File: config.mk
export PLATFORM = sky130hd
export DESIGN_NAME = mult_sched
export DESIGN_NICKNAME = d
export VERILOG_FILES = /design/src/rtl/mult_sched.sv
export SDC_FILE = /design/constraint.sdc
export NUM_CORES = 1
export LEC_CHECK = 0
export CAP_MARGIN = 20
export CORE_MARGIN = 10
export CORE_UTILIZATION = 48
export DETAILED_ROUTE_END_ITERATION = 7
export PLACE_DENSITY = 0.69
export SLEW_MARGIN = 5
export SYNTH_ARGS = -nofsm -noshare
export SYNTH_HDL_FRONTEND = slang
export SYNTH_SLANG_ARGS = --single-unit
File: constraint.sdc
create_clock -name clock -period 13 [get_ports clock]
set_input_delay 2.6 -clock clock [delete_from_list [all_inputs] [get_ports clock]]
set_output_delay 2.6 -clock clock [all_outputs]
set_load 0.005 [all_outputs]
File: src/rtl/mult_sched.sv
// -----------------------------------------------------------------------------
// mult_sched -- round-robin scheduler sharing one fixed-point multiplier
//
// NUM_CH channels each offer an A and a B operand FIFO plus a result FIFO.
// In IDLE the scheduler grants the first eligible channel at or after rr_ptr.
// It pops both operand heads in the same cycle and latches the dequantized
// product. In WRITE it pushes that product into the granted channel's result
// FIFO. While the result FIFO is full, WRITE is held.
//
// Optional feature macro: MULT_SCHED_SKIP_FULL_EN
//   defined   -> a channel whose result FIFO is full is not eligible for grant
//   undefined -> out_full is ignored at grant time (head-of-line blocking)
//
// Parameters
//   DATA_WIDTH : sample width, signed two's complement fixed point
//   BITS       : fractional bits removed after the multiply
//   NUM_CH     : number of channels (2..4)
//
// Ports (channel c uses slice [c*DATA_WIDTH +: DATA_WIDTH] / bit c)
//   clock, reset      : rising-edge clock, synchronous active-high reset
//   a_dout, a_empty   : A FIFO heads and empty flags
//   a_rd_en           : A FIFO pop strobes (combinational)
//   b_dout, b_empty   : B FIFO heads and empty flags
//   b_rd_en           : B FIFO pop strobes (combinational)
//   out_din           : shared result data (held between writes)
//   out_full          : result FIFO full flags
//   out_wr_en         : result FIFO write strobes (combinational)
//   busy              : high while a result waits in WRITE
//   grant_ch          : channel currently held, or the last channel granted
// -----------------------------------------------------------------------------
module mult_sched #(
    parameter int DATA_WIDTH = 16,
    parameter int BITS       = 10,
    parameter int NUM_CH     = 2
) (
    input  logic                           clock,
    input  logic                           reset,
    input  logic [NUM_CH*DATA_WIDTH-1:0]   a_dout,
    input  logic [NUM_CH-1:0]              a_empty,
    output logic [NUM_CH-1:0]              a_rd_en,
    input  logic [NUM_CH*DATA_WIDTH-1:0]   b_dout,
    input  logic [NUM_CH-1:0]              b_empty,
    output logic [NUM_CH-1:0]              b_rd_en,
    output logic [DATA_WIDTH-1:0]          out_din,
    input  logic [NUM_CH-1:0]              out_full,
    output logic [NUM_CH-1:0]              out_wr_en,
    output logic                           busy,
    output logic [$clog2(NUM_CH)-1:0]      grant_ch
);

    localparam int CW = $clog2(NUM_CH);

    // One-hot encoding leaves illegal codes that recover to IDLE.
    typedef enum logic [1:0] {
        ST_IDLE  = 2'b01,
        ST_WRITE = 2'b10
    } state_t;

    state_t                   state_q,  state_d;
    logic [CW-1:0]            rr_ptr_q, rr_ptr_d;
    logic [CW-1:0]            cur_ch_q, cur_ch_d;
    logic [DATA_WIDTH-1:0]    result_q, result_d;

    logic [NUM_CH-1:0]        elig_s;
    logic                     found_s;
    logic [CW-1:0]            sel_s;
    logic signed [DATA_WIDTH-1:0]   a_sel_s;
    logic signed [DATA_WIDTH-1:0]   b_sel_s;
    logic signed [2*DATA_WIDTH-1:0] prod_s;
    logic [NUM_CH-1:0]        a_rd_s;
    logic [NUM_CH-1:0]        b_rd_s;
    logic [NUM_CH-1:0]        wr_s;

    // (base + off) mod NUM_CH for off < NUM_CH; works for non-power-of-two NUM_CH.
    function automatic logic [CW-1:0] rr_idx(input logic [CW-1:0] base, input int off);
        int sum;
        sum = int'(base) + off;
        if (sum >= NUM_CH) begin
            sum = sum - NUM_CH;
        end else begin
            sum = sum;
        end
        return CW'(sum);
    endfunction

    // Channel after c, wrapping at NUM_CH.
    function automatic logic [CW-1:0] next_ch(input logic [CW-1:0] c);
        logic [CW-1:0] n;
        if (int'(c) == NUM_CH - 1) begin
            n = {CW{1'b0}};
        end else begin
            n = c + {{(CW-1){1'b0}}, 1'b1};
        end
        return n;
    endfunction

    // Dequantize: adding 2^BITS-1 before the arithmetic shift of a negative
    // product turns floor into round-toward-zero. Low bits are kept (wrap).
    function automatic logic [DATA_WIDTH-1:0] deq(input logic signed [2*DATA_WIDTH-1:0] p);
        logic signed [2*DATA_WIDTH-1:0] rnd;
        logic signed [2*DATA_WIDTH-1:0] shifted;
        rnd = {{(2*DATA_WIDTH-BITS){1'b0}}, {BITS{1'b1}}};
        if (p[2*DATA_WIDTH-1]) begin
            shifted = (p + rnd) >>> BITS;
        end else begin
            shifted = p >>> BITS;
        end
        return shifted[DATA_WIDTH-1:0];
    endfunction

`ifdef MULT_SCHED_SKIP_FULL_EN
    // A full result FIFO takes its channel out of arbitration.
    assign elig_s = ~a_empty & ~b_empty & ~out_full;
`else
    // Full result FIFOs are handled in WRITE by stalling.
    assign elig_s = ~a_empty & ~b_empty;
`endif

    // Round-robin search starting at rr_ptr; first eligible channel wins.
    always_comb begin
        found_s = 1'b0;
        sel_s   = {CW{1'b0}};
        for (int i = 0; i < NUM_CH; i++) begin
            if (!found_s && elig_s[rr_idx(rr_ptr_q, i)]) begin
                found_s = 1'b1;
                sel_s   = rr_idx(rr_ptr_q, i);
            end else begin
                found_s = found_s;
            end
        end
    end

    assign a_sel_s = a_dout[int'(sel_s)*DATA_WIDTH +: DATA_WIDTH];
    assign b_sel_s = b_dout[int'(sel_s)*DATA_WIDTH +: DATA_WIDTH];
    assign prod_s  = a_sel_s * b_sel_s;

    // Next-state, datapath capture and raw strobe generation.
    always_comb begin
        state_d  = state_q;
        rr_ptr_d = rr_ptr_q;
        cur_ch_d = cur_ch_q;
        result_d = result_q;
        a_rd_s   = {NUM_CH{1'b0}};
        b_rd_s   = {NUM_CH{1'b0}};
        wr_s     = {NUM_CH{1'b0}};
        case (state_q)
            ST_IDLE: begin
                if (found_s) begin
                    a_rd_s[sel_s] = 1'b1;
                    b_rd_s[sel_s] = 1'b1;
                    result_d      = deq(prod_s);
                    cur_ch_d      = sel_s;
                    state_d       = ST_WRITE;
                end else begin
                    state_d = ST_IDLE;
                end
            end
            ST_WRITE: begin
                // Held result is never dropped: WRITE waits out a full FIFO.
                if (!out_full[cur_ch_q]) begin
                    wr_s[cur_ch_q] = 1'b1;
                    rr_ptr_d       = next_ch(cur_ch_q);
                    state_d        = ST_IDLE;
                end else begin
                    state_d = ST_WRITE;
                end
            end
            default: begin
                state_d = ST_IDLE;
            end
        endcase
    end

    // State and datapath registers with synchronous reset.
    always_ff @(posedge clock) begin
        if (reset) begin
            state_q  <= ST_IDLE;
            rr_ptr_q <= {CW{1'b0}};
            cur_ch_q <= {CW{1'b0}};
            result_q <= {DATA_WIDTH{1'b0}};
        end else begin
            state_q  <= state_d;
            rr_ptr_q <= rr_ptr_d;
            cur_ch_q <= cur_ch_d;
            result_q <= result_d;
        end
    end

    // Reset suppresses strobes in the same cycle so nothing is popped or written.
    assign a_rd_en   = reset ? {NUM_CH{1'b0}} : a_rd_s;
    assign b_rd_en   = reset ? {NUM_CH{1'b0}} : b_rd_s;
    assign out_wr_en = reset ? {NUM_CH{1'b0}} : wr_s;
    assign out_din   = result_q;
    assign busy      = (state_q == ST_WRITE);
    assign grant_ch  = cur_ch_q;

endmodule

==> impl_results.md <==
* Tmin final at 10770 ps
* Clock Skew at about 3.8 ps
* Largest family of logic cells by synthesized area: adder cells
* Synth Area in Compound Gates at 7.188%
* Crit path required time at about 13000 ps
* Worst EP arrival at between 10000 and 15000 ps
* Worst hold start: out_din[10]$_SDFFE_PP0P_
* Crit path max fanout at 61
* Area share of xor/xnor cells in the synthesized design at 2.151%
* Post-CTS Resized at 0
* Starting density of the core at 48.72%
* RR Startpoint: rr_ptr_q$_SDFFE_PP0P_
* Die Y at 174.1 µm
* Number of detailed-routing iterations run before antenna repair at 5
* Post-synthesis mux area share at between 5 and 6%
* Global-route wire length before repair at ~52000 µm
* # port buffers at 95
* Synth unique cells at 69
* CTS tree: built
* Mapped cell area at 11400 µm²
* Flop2flop setup slack at 4670 ps
* Share of layout cells above drive strength 1 at 4.624%
* Final routed DRC violation total at 0
* CTS buffer count at 3
* CTS root buf: clkbuf_16
* Reg-to-Reg End: out_din[12]$_SDFFE_PP0P_
* Crit start category: input port
* Post-Synth Adder-Cell Area at approximately 55%
* Setup CP Type: in2reg
* RSZ-0062 raised after global routing: false
* Layout area overhead at 12.65%
* Final instance area at between 10000 and 15000 µm²
* Ys Warns at 0
* Detailed Route WL at between 30000 and 40000 µm
* Final Cycle Share at 82.83%
* Commonest non-fill, non-tap cell in the layout: inv_1
* Endpoints failing setup at 0
* DR vias/cell at 5.375
* Syn_nets at 1721
* Post-cts hold buffer count at 0
* GPL Wtd Cong at between 0.9 and 1
* Sum Neg Setup Slack at 0 ps
* Hold Crit Depth at 2
* Post-synth EDFFs at 0
* N_diodes at 0
* Sequential area share after synthesis at 3.512%
* Die footprint at 30320 µm²
* Total gr overflow at 0
* Die Wd at 174.1 µm
* Simple-gate share of the synthesized area at 15.09%
* DP HPWL at 26510 µm
* Status: completed
* Nets at 1803
* Tot GR Track Use at 21.16%
* Max Buffers Root-to-Sink at 2
* Final-report hold violation count at 0
* HP Class: reg2reg
* FF+latch count, synth at 20
* Hold EP: out_din[10]$_SDFFE_PP0P_
* Clock sink count at 20
* Reg clk slew, reported paths at about 50 ps
* Max-Cap Viols at 0
* Rows at 56
* ANT nets after route at 0
* Post-CTS Setup Bufs at 0
* Top FF cell, synth: dfxtp_1
* R2R cell count at 25
* Clk Latency, worst-skew pair at 250 ps
* Synth Area per Inst at 8.750 µm²
* Num ports at 96
* Via Count at 9153
* Vias in the first global route at 10210
* Slew HR at 27.01%
* # H-tree levels at 1
* Share of async-settable or async-resettable flops after synthesis at 0%
* Mapped Cells at 1303
* Final Max Slew Viols at 0
* Core Area at 23400 µm²
* Worst Max-Slew Pin Slew at 1064 ps
* DR iter-0 viols at 575
* Initial antenna violation count at 0
* Largest net degree at the start of global routing at 62
* Crit. End Element: flip-flop
* Routed length per instance at 17.96 µm
* Fmax at approximately 93 MHz
* Most frequent cells in the layout: 306 x inv_1, 262 x fa_1, 158 x nor2_1
* DP Area at 12720 µm²
## worst max path at each step
stage          startpoint                        to  slack [ps]  cells after the start
2_1_floorplan  a_empty[0]  out_din[13]$_SDFFE_PP0P_        2820                     27
3_3_place_gp   a_empty[0]  out_din[12]$_SDFFE_PP0P_        2140                     26
3_5_place_dp   a_empty[0]  out_din[12]$_SDFFE_PP0P_        2000                     26
4_1_cts        a_empty[0]  out_din[12]$_SDFFE_PP0P_        2270                     26
5_1_grt        b_empty[0]  out_din[12]$_SDFFE_PP0P_        1630                     26
6_report       b_empty[0]  out_din[12]$_SDFFE_PP0P_        2230                     26
## metal layers
layer	vias up	routed length, µm	track usage [%]
met5	-	0	0
met4	0	1116	6.591
met3	75	1978	3.489
met2	312	15780	38.58
met1	4579	11710	24.83
li1	4187	-	-
## layout make-up
cell class | count | area [µm²]
Sequential cell | 20 | 400.4
Fill cell | 2177 | 10560
Clock inverter | 1 | 30.03
Inverter | 306 | 1149
Multi-Input combinational cell | 946 | 9729
Clock buffer | 3 | 75.07
Tap cell | 319 | 399.1
Timing Repair Buffer | 108 | 1061
## synth_stat cells, types with 3 or more instances
cell type	count	area [µm²]
a21oi_1	33	165.2
a31oi_1	8	50.05
o21ai_1	4	20.02
nor2_1	158	593.1
or2_2	7	43.79
nor4_1	6	37.54
buf_2	3	15.01
and3_1	5	31.28
fa_1	262	5245
nand2b_1	5	31.28
nand3_1	14	70.07
xor2_1	5	43.79
ha_1	84	1051
xnor2_1	23	201.4
clkbuf_1	23	86.33
o211ai_1	5	37.54
o22ai_1	4	25.02
o31ai_1	3	22.52
nand2_1	135	506.7
mux2_2	26	292.8
o21a_1	5	37.54
or3_1	7	43.79
nor3_1	22	110.1
o21ai_0	21	105.1
a21o_1	6	45.04
nor4b_1	3	26.28
dfxtp_1	20	400.4
mux2i_1	35	350.3
a211oi_1	3	22.52
and2_1	6	37.54
inv_1	306	1149
buf_1	3	11.26
nand4_1	7	43.79
## metrics by stage
step,util (%),setup WS [ps],instances,hold slack [ps]
after global placement,54.30,2142,1695,439.5
after global routing,54.88,1628,1703,482.2
after floorplan,-,2824,1303,448.3
after CTS,54.82,2272,1701,455.1
after detailed placement,54.37,1999,1697,447.7
final,54.88,2232,1703,452.3
## logic make-up (layout without fill, tap and decap cells)
logic type	Yosys count	count (layout)
simple gates	390	390
mux	61	61
flops	20	20
buf+inv	337	418
fa+ha+maj	346	346
compound gates	121	121
xor+xnor	28	28
## state kept, by name (all words and copies together), names as in the netlist
signal    cells
grant_ch      1
out_din      16
rr_ptr_q      1
state_q       2
## critical path, cell delays in order
cell and delay [ps]:
clkdlybuf4s50_1 480, nor3_1 80, nor3_2 180, buf_12 330
mux2i_1 860, or2_2 270, inv_1 80, fa_1 600
fa_1 470, inv_1 300, fa_1 470, inv_1 70
fa_1 440, fa_1 530, fa_1 490, ha_1 370
a21oi_1 170, a21oi_1 80, a2111oi_0 340, o21ai_0 260
nor2_1 150, a2bb2oi_1 70, buf_4 190, nor4_4 450
a21oi_1 120, or3_1 370
Power is not shown: default switching activity piles up to over one toggle a cycle in this logic, so the estimate is an artifact.
==> variant: new RTL, same flow settings <==
The option `MULT_SCHED_SKIP_FULL_EN` is turned on by a define.
--- a/src/rtl/mult_sched.sv
+++ b/src/rtl/mult_sched.sv
@@ -30,2 +30,4 @@
 // -----------------------------------------------------------------------------
+`define MULT_SCHED_SKIP_FULL_EN
+
 module mult_sched #(
Function: changed (a bounded check fails within 4 cycles, from zero or initial values and one cycle with reset high).
==> variant against the original RTL <==
- die area down 0.70%
- critical path depth up 1
- setup slack worse by 0.60 ns
- via count down 3.1%
- design area is 0.26% lower
- routed wire length decreased by 2.2%
- sequential cell count did not move
- synthesized area is 0.79% lower
- worst hold slack improved by 0.0082 ns
- critical path type unchanged
Power is not shown: default switching activity piles up to over one toggle a cycle in this logic, so the estimate is an artifact.
==> variant: results (changes against the original RTL) <==
Status -> finished, final reports clean
Area after DPL -> 12,700 um^2 (-0.37%)
Path depth of the worst reg2reg path -> 26 (+4.0%)
GPL Wtd Cong -> 0.915 (-1.1%)
Detail Placement HPWL -> 25,700 um (-3.1%)
Largest net degree at the start of global routing -> 31 (-50%)
Vias in the first global route -> 9,870 (-3.3%)
Dpl cells -> 1,672 (-1.5%)
First DRT Iteration DRCs -> 474 (-18%)
Library cells used by synthesis -> 68 (-1.4%)
Crit-path max FO -> 29 (-52%)
DR vias -> 8,873 (-3.1%)
Fill cells -> 2,172 (-0.23%)
Seq/Total Area, Yosys -> 0.0354 (+0.000280)
Largest cells by area after synthesis -> fa_1 (46%), inv_1 (10%), ha_1 (9.3%), nor2_1 (5.3%), nand2_1 (4.7%)
Clock skew -> 0.00191 ns (-0.00191 ns)
Hold slack -> 0.460 ns (+0.00816 ns)
First-pass GRT wire length -> 50,000 um (-4.0%)
# nets final -> 1,781 (-1.2%)
Layout cells sized above 1 -> 0.0580 (+0.0118)
Worst EP arrival -> 11.47 ns (+0.57 ns)
Per-cell routed wire length -> 17.8 um (-0.96%)
Worst setup path startpoint -> out_full[1]
Worst hold path startpoint -> out_din[3]$_SDFFE_PP0P_
Top post-synthesis cells by count -> inv_1 (303), fa_1 (262), nor2_1 (161)
Critical path destination -> out_din[14]$_SDFFE_PP0P_
variant: metal layers:
layer	global-route usage	wire, um	up-vias	part of all wire
li1	-	-	4056	-
met1	0.236	11300	4508	0.38
met2	0.385	15900	242	0.53
met3	0.0259	1540	67	0.052
met4	0.0711	1150	0	0.039
met5	0	0	-	0
variant: logic make-up (layout without fill, tap and decap cells):
group,Yosys count,in the layout,share of synthesized area
compound gates,102,102,0.0659
xor+xnor,36,36,0.0292
fa+ha+maj,346,346,0.557
buf+inv,332,424,0.112
flops,20,20,0.0354
mux,60,60,0.0560
simple gates,374,374,0.145
variant: worst max-delay path, cell delays in order:
cell             delay [ns]
clkdlybuf4s50_1        0.45
nor3_1                 0.28
a21boi_4               0.62
buf_4                  0.49
mux2i_1                0.95
nor2_1                 0.15
fa_1                   0.53
inv_1                  0.05
fa_1                   0.54
inv_1                  0.05
fa_1                   0.51
fa_1                   0.44
fa_1                   0.49
inv_1                  0.05
fa_1                   0.47
inv_1                  0.04
ha_1                   0.34
a21oi_1                0.24
a21bo_1                0.23
a211o_1                0.33
a2111oi_4              0.40
nor2_1                 0.14
xnor2_2                0.20
nor4_1                 0.45
nand2_1                0.10
nor4_1                 0.24
nor4_1                 0.08
variant: layout make-up:
class	instances	area (um^2)	area share
multi-input combinational	918	9660	0.754
tap	319	399	0.0312
sequential	20	400	0.0313
timing repair buffer	117	1120	0.0877
clock buffer	4	88.8	0.00693
inverter	303	1140	0.0888
variant: metrics by stage:
step / setup slack [ns] / util
final: 1.63 / 0.549
after CTS: 1.57 / 0.547
after floorplan: 2.74 / -
after detailed placement: 1.30 / 0.543
after global placement: 1.31 / 0.543
after global routing: 0.949 / 0.549
